$ cat src/rtl/seq_decoder_pkg.sv
// Shared definitions for the sequence decoder.
//   state_e     : controller states (IDLE, DIRECT, SCAN).
//   MODE_DIRECT : value of the mode input that selects direct decode.
//   MODE_SCAN   : value of the mode input that selects auto-scan.
package seq_decoder_pkg;

  typedef enum logic [1:0] {
    ST_IDLE   = 2'd0,
    ST_DIRECT = 2'd1,
    ST_SCAN   = 2'd2
  } state_e;

  localparam logic MODE_DIRECT = 1'b0;
  localparam logic MODE_SCAN   = 1'b1;

endpackage

$ cat src/rtl/seq_decoder_onehot_dec.sv
// Combinational binary-to-one-hot decoder.
//   sel_in  : SEL_W-bit binary index.
//   dec_out : OUT_W-bit one-hot result; bit sel_in is set.
// Each output bit is a plain equality compare, so every input value
// yields a defined one-hot word.
module onehot_dec #(
  parameter  int SEL_W = 2,
  localparam int OUT_W = 2 ** SEL_W
) (
  input  logic [SEL_W-1:0] sel_in,
  output logic [OUT_W-1:0] dec_out
);

  always_comb begin
    dec_out = '0;
    for (int i = 0; i < OUT_W; i++) begin
      dec_out[i] = (sel_in == SEL_W'(i));
    end
  end

endmodule

$ cat src/rtl/seq_decoder.sv
// Sequence decoder: drives a registered one-hot output either directly
// from sel (DIRECT) or by stepping through all positions with a
// programmable dwell time (SCAN).
//   clk       : rising-edge clock.
//   rst_n     : asynchronous active-low reset.
//   enable    : block enable; low forces IDLE with all outputs zero.
//   mode      : 0 direct, 1 scan; sampled only with load.
//   load      : command strobe capturing mode, sel and dwell.
//   sel       : direct select or scan start index.
//   dwell     : cycles per scan position (0 behaves as 1).
//   out       : registered one-hot (or zero) output.
//   out_valid : out is non-zero.
//   wrap      : one-cycle pulse when the scan index wraps to 0.
//   busy      : controller is in SCAN.
module seq_decoder
  import seq_decoder_pkg::*;
#(
  parameter  int SEL_W   = 2,
  parameter  int DWELL_W = 8,
  localparam int OUT_W   = 2 ** SEL_W
) (
  input  logic               clk,
  input  logic               rst_n,
  input  logic               enable,
  input  logic               mode,
  input  logic               load,
  input  logic [SEL_W-1:0]   sel,
  input  logic [DWELL_W-1:0] dwell,
  output logic [OUT_W-1:0]   out,
  output logic               out_valid,
  output logic               wrap,
  output logic               busy
);

  state_e             state_q, state_d;
  logic [SEL_W-1:0]   idx_q, idx_d;
  logic [DWELL_W-1:0] cnt_q, cnt_d;
  logic [DWELL_W-1:0] dwell_q, dwell_d;
  logic [OUT_W-1:0]   out_q, out_d;
  logic               out_valid_q, out_valid_d;
  logic               wrap_q, wrap_d;
  logic               busy_q, busy_d;

  logic [DWELL_W-1:0] dwell_eff;
  logic [SEL_W-1:0]   dec_in;
  logic [OUT_W-1:0]   dec_out;

  // A zero dwell is stored as 1 so the reload value dwell_q-1 never underflows.
  assign dwell_eff = (dwell == '0) ? DWELL_W'(1) : dwell;

  // The single decoder sees the index of the state being entered, so out
  // always reflects the next state with exactly one register of latency.
  assign dec_in = (state_d == ST_SCAN) ? idx_d : sel;

  onehot_dec #(.SEL_W(SEL_W)) u_dec (
    .sel_in  (dec_in),
    .dec_out (dec_out)
  );

  always_comb begin
    state_d = state_q;
    idx_d   = idx_q;
    cnt_d   = cnt_q;
    dwell_d = dwell_q;
    wrap_d  = 1'b0;

    if (!enable) begin
      // Disable wins over load and throws away any scan context.
      state_d = ST_IDLE;
      idx_d   = '0;
      cnt_d   = '0;
      dwell_d = '0;
    end else if (load && (mode == MODE_SCAN)) begin
      state_d = ST_SCAN;
      idx_d   = sel;
      dwell_d = dwell_eff;
      cnt_d   = dwell_eff - DWELL_W'(1);
    end else if (load) begin
      state_d = ST_DIRECT;
    end else begin
      case (state_q)
        ST_IDLE: state_d = ST_DIRECT;
        ST_SCAN: begin
          if (cnt_q == '0) begin
            idx_d  = idx_q + SEL_W'(1);
            cnt_d  = dwell_q - DWELL_W'(1);
            wrap_d = (idx_q == '1);
          end else begin
            cnt_d = cnt_q - DWELL_W'(1);
          end
        end
        default: ;
      endcase
    end

    out_d       = (state_d == ST_IDLE) ? '0 : dec_out;
    out_valid_d = |out_d;
    busy_d      = (state_d == ST_SCAN);
  end

  always_ff @(posedge clk or negedge rst_n) begin
    if (!rst_n) begin
      state_q     <= ST_IDLE;
      idx_q       <= '0;
      cnt_q       <= '0;
      dwell_q     <= '0;
      out_q       <= '0;
      out_valid_q <= 1'b0;
      wrap_q      <= 1'b0;
      busy_q      <= 1'b0;
    end else begin
      state_q     <= state_d;
      idx_q       <= idx_d;
      cnt_q       <= cnt_d;
      dwell_q     <= dwell_d;
      out_q       <= out_d;
      out_valid_q <= out_valid_d;
      wrap_q      <= wrap_d;
      busy_q      <= busy_d;
    end
  end

  assign out       = out_q;
  assign out_valid = out_valid_q;
  assign wrap      = wrap_q;
  assign busy      = busy_q;

endmodule

$ cat config.mk
export PLATFORM = sky130hd
export DESIGN_NAME = seq_decoder
export DESIGN_NICKNAME = d
export VERILOG_FILES = /design/src/rtl/seq_decoder_pkg.sv /design/src/rtl/seq_decoder_onehot_dec.sv /design/src/rtl/seq_decoder.sv
export SDC_FILE = /design/constraint.sdc
export NUM_CORES = 1
export LEC_CHECK = 0
export CAP_MARGIN = 25
export CORE_ASPECT_RATIO = 1.5
export CORE_MARGIN = 2
export CORE_UTILIZATION = 56
export DETAILED_ROUTE_END_ITERATION = 8
export MAX_ROUTING_LAYER = met4
export PLACE_DENSITY = 0.83
export SETUP_SLACK_MARGIN = 0.1
export SLEW_MARGIN = 25
export SYNTH_ARGS = -nofsm -noshare
export SYNTH_HDL_FRONTEND = slang
export SYNTH_SLANG_ARGS = --single-unit
export TNS_END_PERCENT = 30
$ cat constraint.sdc
create_clock -name clk -period 3.3 [get_ports clk]
set_input_delay 0.495 -clock clk [delete_from_list [all_inputs] [get_ports clk]]
set_output_delay 0.495 -clock clk [all_outputs]
set_load 0.005 [all_outputs]
==> results.json <==
{
  "synth_seq_cells": 27,
  "worst_pin_slew_ns": 0.6957,
  "core_um2": 2395,
  "grtUsageMet2_pct": 39.49,
  "grt_util_met3_pct": 2.228,
  "wl_um": 3086,
  "postCtsHoldBufs": 0,
  "start_util_pct": 57.42,
  "synth_area_leaders": "dfrtp_1 (49%), nand2_1 (6.8%), a21oi_1 (4.4%)",
  "yosysMostFrequentCell": "dfrtp_1",
  "n_fill_cell": 192,
  "rsz0062_at_grt": "no",
  "synth_edf_count": 0,
  "crit_arrival_ns": 2.60,
  "cts_resized": 0,
  "num_rows": 22,
  "nNetsFinal": 183,
  "die_h_um": 64.69,
  "grt_pass1_vias": 1172,
  "hold_viol_final": 0,
  "grt_max_degree": 28,
  "ios": 22,
  "num_vias": 1165,
  "clock_latency_ns": 0.31,
  "grt_pass1_wl_um": 5154,
  "dp_hpwl_um": 2330,
  "diodes": 0,
  "h-tree-depth": 1,
  "yosysUniqueCellTypes": 36,
  "dominantRegCellSynth": "dfrtp_1",
  "rr_startpoint": "cnt_q[1]",
  "dr.pass1.iters": 4,
  "slew-limit-headroom_pct": 53.37,
  "finalNonFillerCells": 190,
  "whs_ns": 0.5274,
  "cp-start-kind": "register",
  "r2r_slack_ns": 0.96,
  "fin_crit_sh_pct": 70.85,
  "ys_seq_area_share_pct": 49.14,
  "syn_area_um2": 1375,
  "setup.worst_path.class": "reg -> reg",
  "min_period_ns": 2.338,
  "peakVddDrop_mv": 0.3191,
  "cts_root_buffer": "clkbuf_4",
  "die_x_um": 44.46,
  "cts_tree": "yes",
  "post_drt_wl_per_cell_um": 16.24,
  "dr.first_iter.drc_count": 39,
  "post_cts_buffers": 0,
  "async_flop_share_pct": 100.0,
  "seq_area_um2": 675.6,
  "grt.total_usage_pct": 24.61,
  "grtUsageMet1_pct": 30.11,
  "multi_input_area_um2": 661.9,
  "cp-end-kind": "register",
  "leakagePower_nw": 0.7044,
  "syn2layout_area_growth_pct": 18.56,
  "cts_buffer_depth": 2,
  "synth_top_area_share_pct": 49.14,
  "max_freq_mhz": 427.7,
  "min_path_type": "in -> async",
  "synthCells": 144,
  "ant_nets": 0,
  "tns_ns": 0,
  "synth_nets": 160,
  "powerDensity_nw_per_um2": 439.5,
  "dieArea_um2": 2876,
  "antenna_found_initial": 0,
  "cts_num_sinks": 27,
  "viasPerCell": 6.132,
  "clkTransAtPathRegs_ns": 0.14,
  "top_usage_layer": "met2",
  "max_cap_violations": 0,
  "layout-drive-gt1-share_pct": 9.639,
  "drc": 0,
  "skew_ns": 0.004446,
  "gr-total-overflow": 0,
  "r2r_end": "out[0]",
  "status": "finished, final reports clean",
  "reg2reg_depth": 6,
  "routabilityCongestion": 0.8997,
  "maxSlewViolCount": 0,
  "synth.top_cells.by_count": "dfrtp_1 (27), nand2_1 (25), nor2_1 (14)",
  "required_ns": 3.57,
  "setup_violations": 0,
  "synth_warnings": 0,
  "dpl.cell_count": 186,
  "synth_area_per_cell_um2": 9.549,
  "synth_largest_area_cell": "dfrtp_1",
  "io_buffers": 21,
  "cp_max_fo": 6,
  "cts_inserted_buffers": 3
}
[kinds of logic after synthesis]
family	Yosys count	share of synthesized area [%]
muxes	1	0.7280
AOI/OAI and AO/OA	40	18.56
adders and majority gates	1	0.9098
and+or+nand+nor	61	24.11
DFF	27	49.14
xor gates and xnor gates	6	3.822
buffers and inverters	8	2.729
[area by class of cell]
cell class,instances,share of cell area (%)
inverter,3,0.6907
tap,24,1.842
sequential,27,41.44
clock buffer,4,1.612
multi-input combinational,109,40.60
timing repair buffer,23,13.81
[through the flow]
stage          total power, mW  area, µm²  setup slack [ns]  util, %
6_report                0.7165       1630            0.9621    68.08
3_3_place_gp            0.5762       1604            0.6712    66.98
3_5_place_dp            0.5810       1604            0.6275    66.98
2_1_floorplan           0.5128       1375             1.229        -
5_1_grt                 0.7557       1630            0.7135    68.08
4_1_cts                 0.7200       1630            0.9703    68.08
[registers in the layout, indices dropped and copies added, names as in the netlist]
signal	flops
cnt_q	8
out	4
idx_q	2
dwell_q	8
busy	1
out_valid	1
state_q	2
wrap	1
[cell usage in the layout (no fill, tap or decap), types with 2 or more instances in the layout]
cell type,instances
a31oi_1,4
xor2_1,3
inv_1,3
o21ai_0,8
and3_1,5
nand2_1,25
clkdlybuf4s50_1,21
buf_4,2
nor4_2,2
nor3_2,2
nor2_1,14
nor4b_1,2
xnor2_1,3
o21ai_1,5
clkbuf_4,3
a21oi_1,12
dfrtp_1,27
nor3_1,5
a211oi_1,2
[layer usage]
metal / share of wire, % / vias to the layer above
li1: - / 561
met1: 40 / 538
met2: 52 / 54
met3: 4.7 / 12
met4: 3.9 / 0
met5: 0 / -
[worst max path at each step]
stage / start / cells past startpoint / endpoint / slack (ns)
floorplan: load / 7 / cnt_q[6] / 1.23
global placement: load / 7 / cnt_q[6] / 0.67
detailed placement: load / 7 / out[0] / 0.63
CTS: cnt_q[1] / 6 / out[0] / 0.97
global route: cnt_q[1] / 6 / out[0] / 0.71
finish: cnt_q[1] / 6 / out[0] / 0.96
[critical path: stages (launching register included)]
cell	delay (ns)
dfrtp_1	0.47
nor4_2	0.58
and3_1	0.32
mux2i_1	0.20
nor2_1	0.07
a311oi_1	0.44
and3_1	0.22
[power by group]
part | leakage (nW) | switching (mW) | internal (mW) | total, mW
sequential | 0.362 | 0.0261 | 0.353 | 0.379
combinational | 0.327 | 0.111 | 0.0858 | 0.197
clock | 0.0150 | 0.0928 | 0.0472 | 0.140
total | 0.704 | 0.230 | 0.486 | 0.717
No activity file was read; power rests on OpenSTA's default activity.
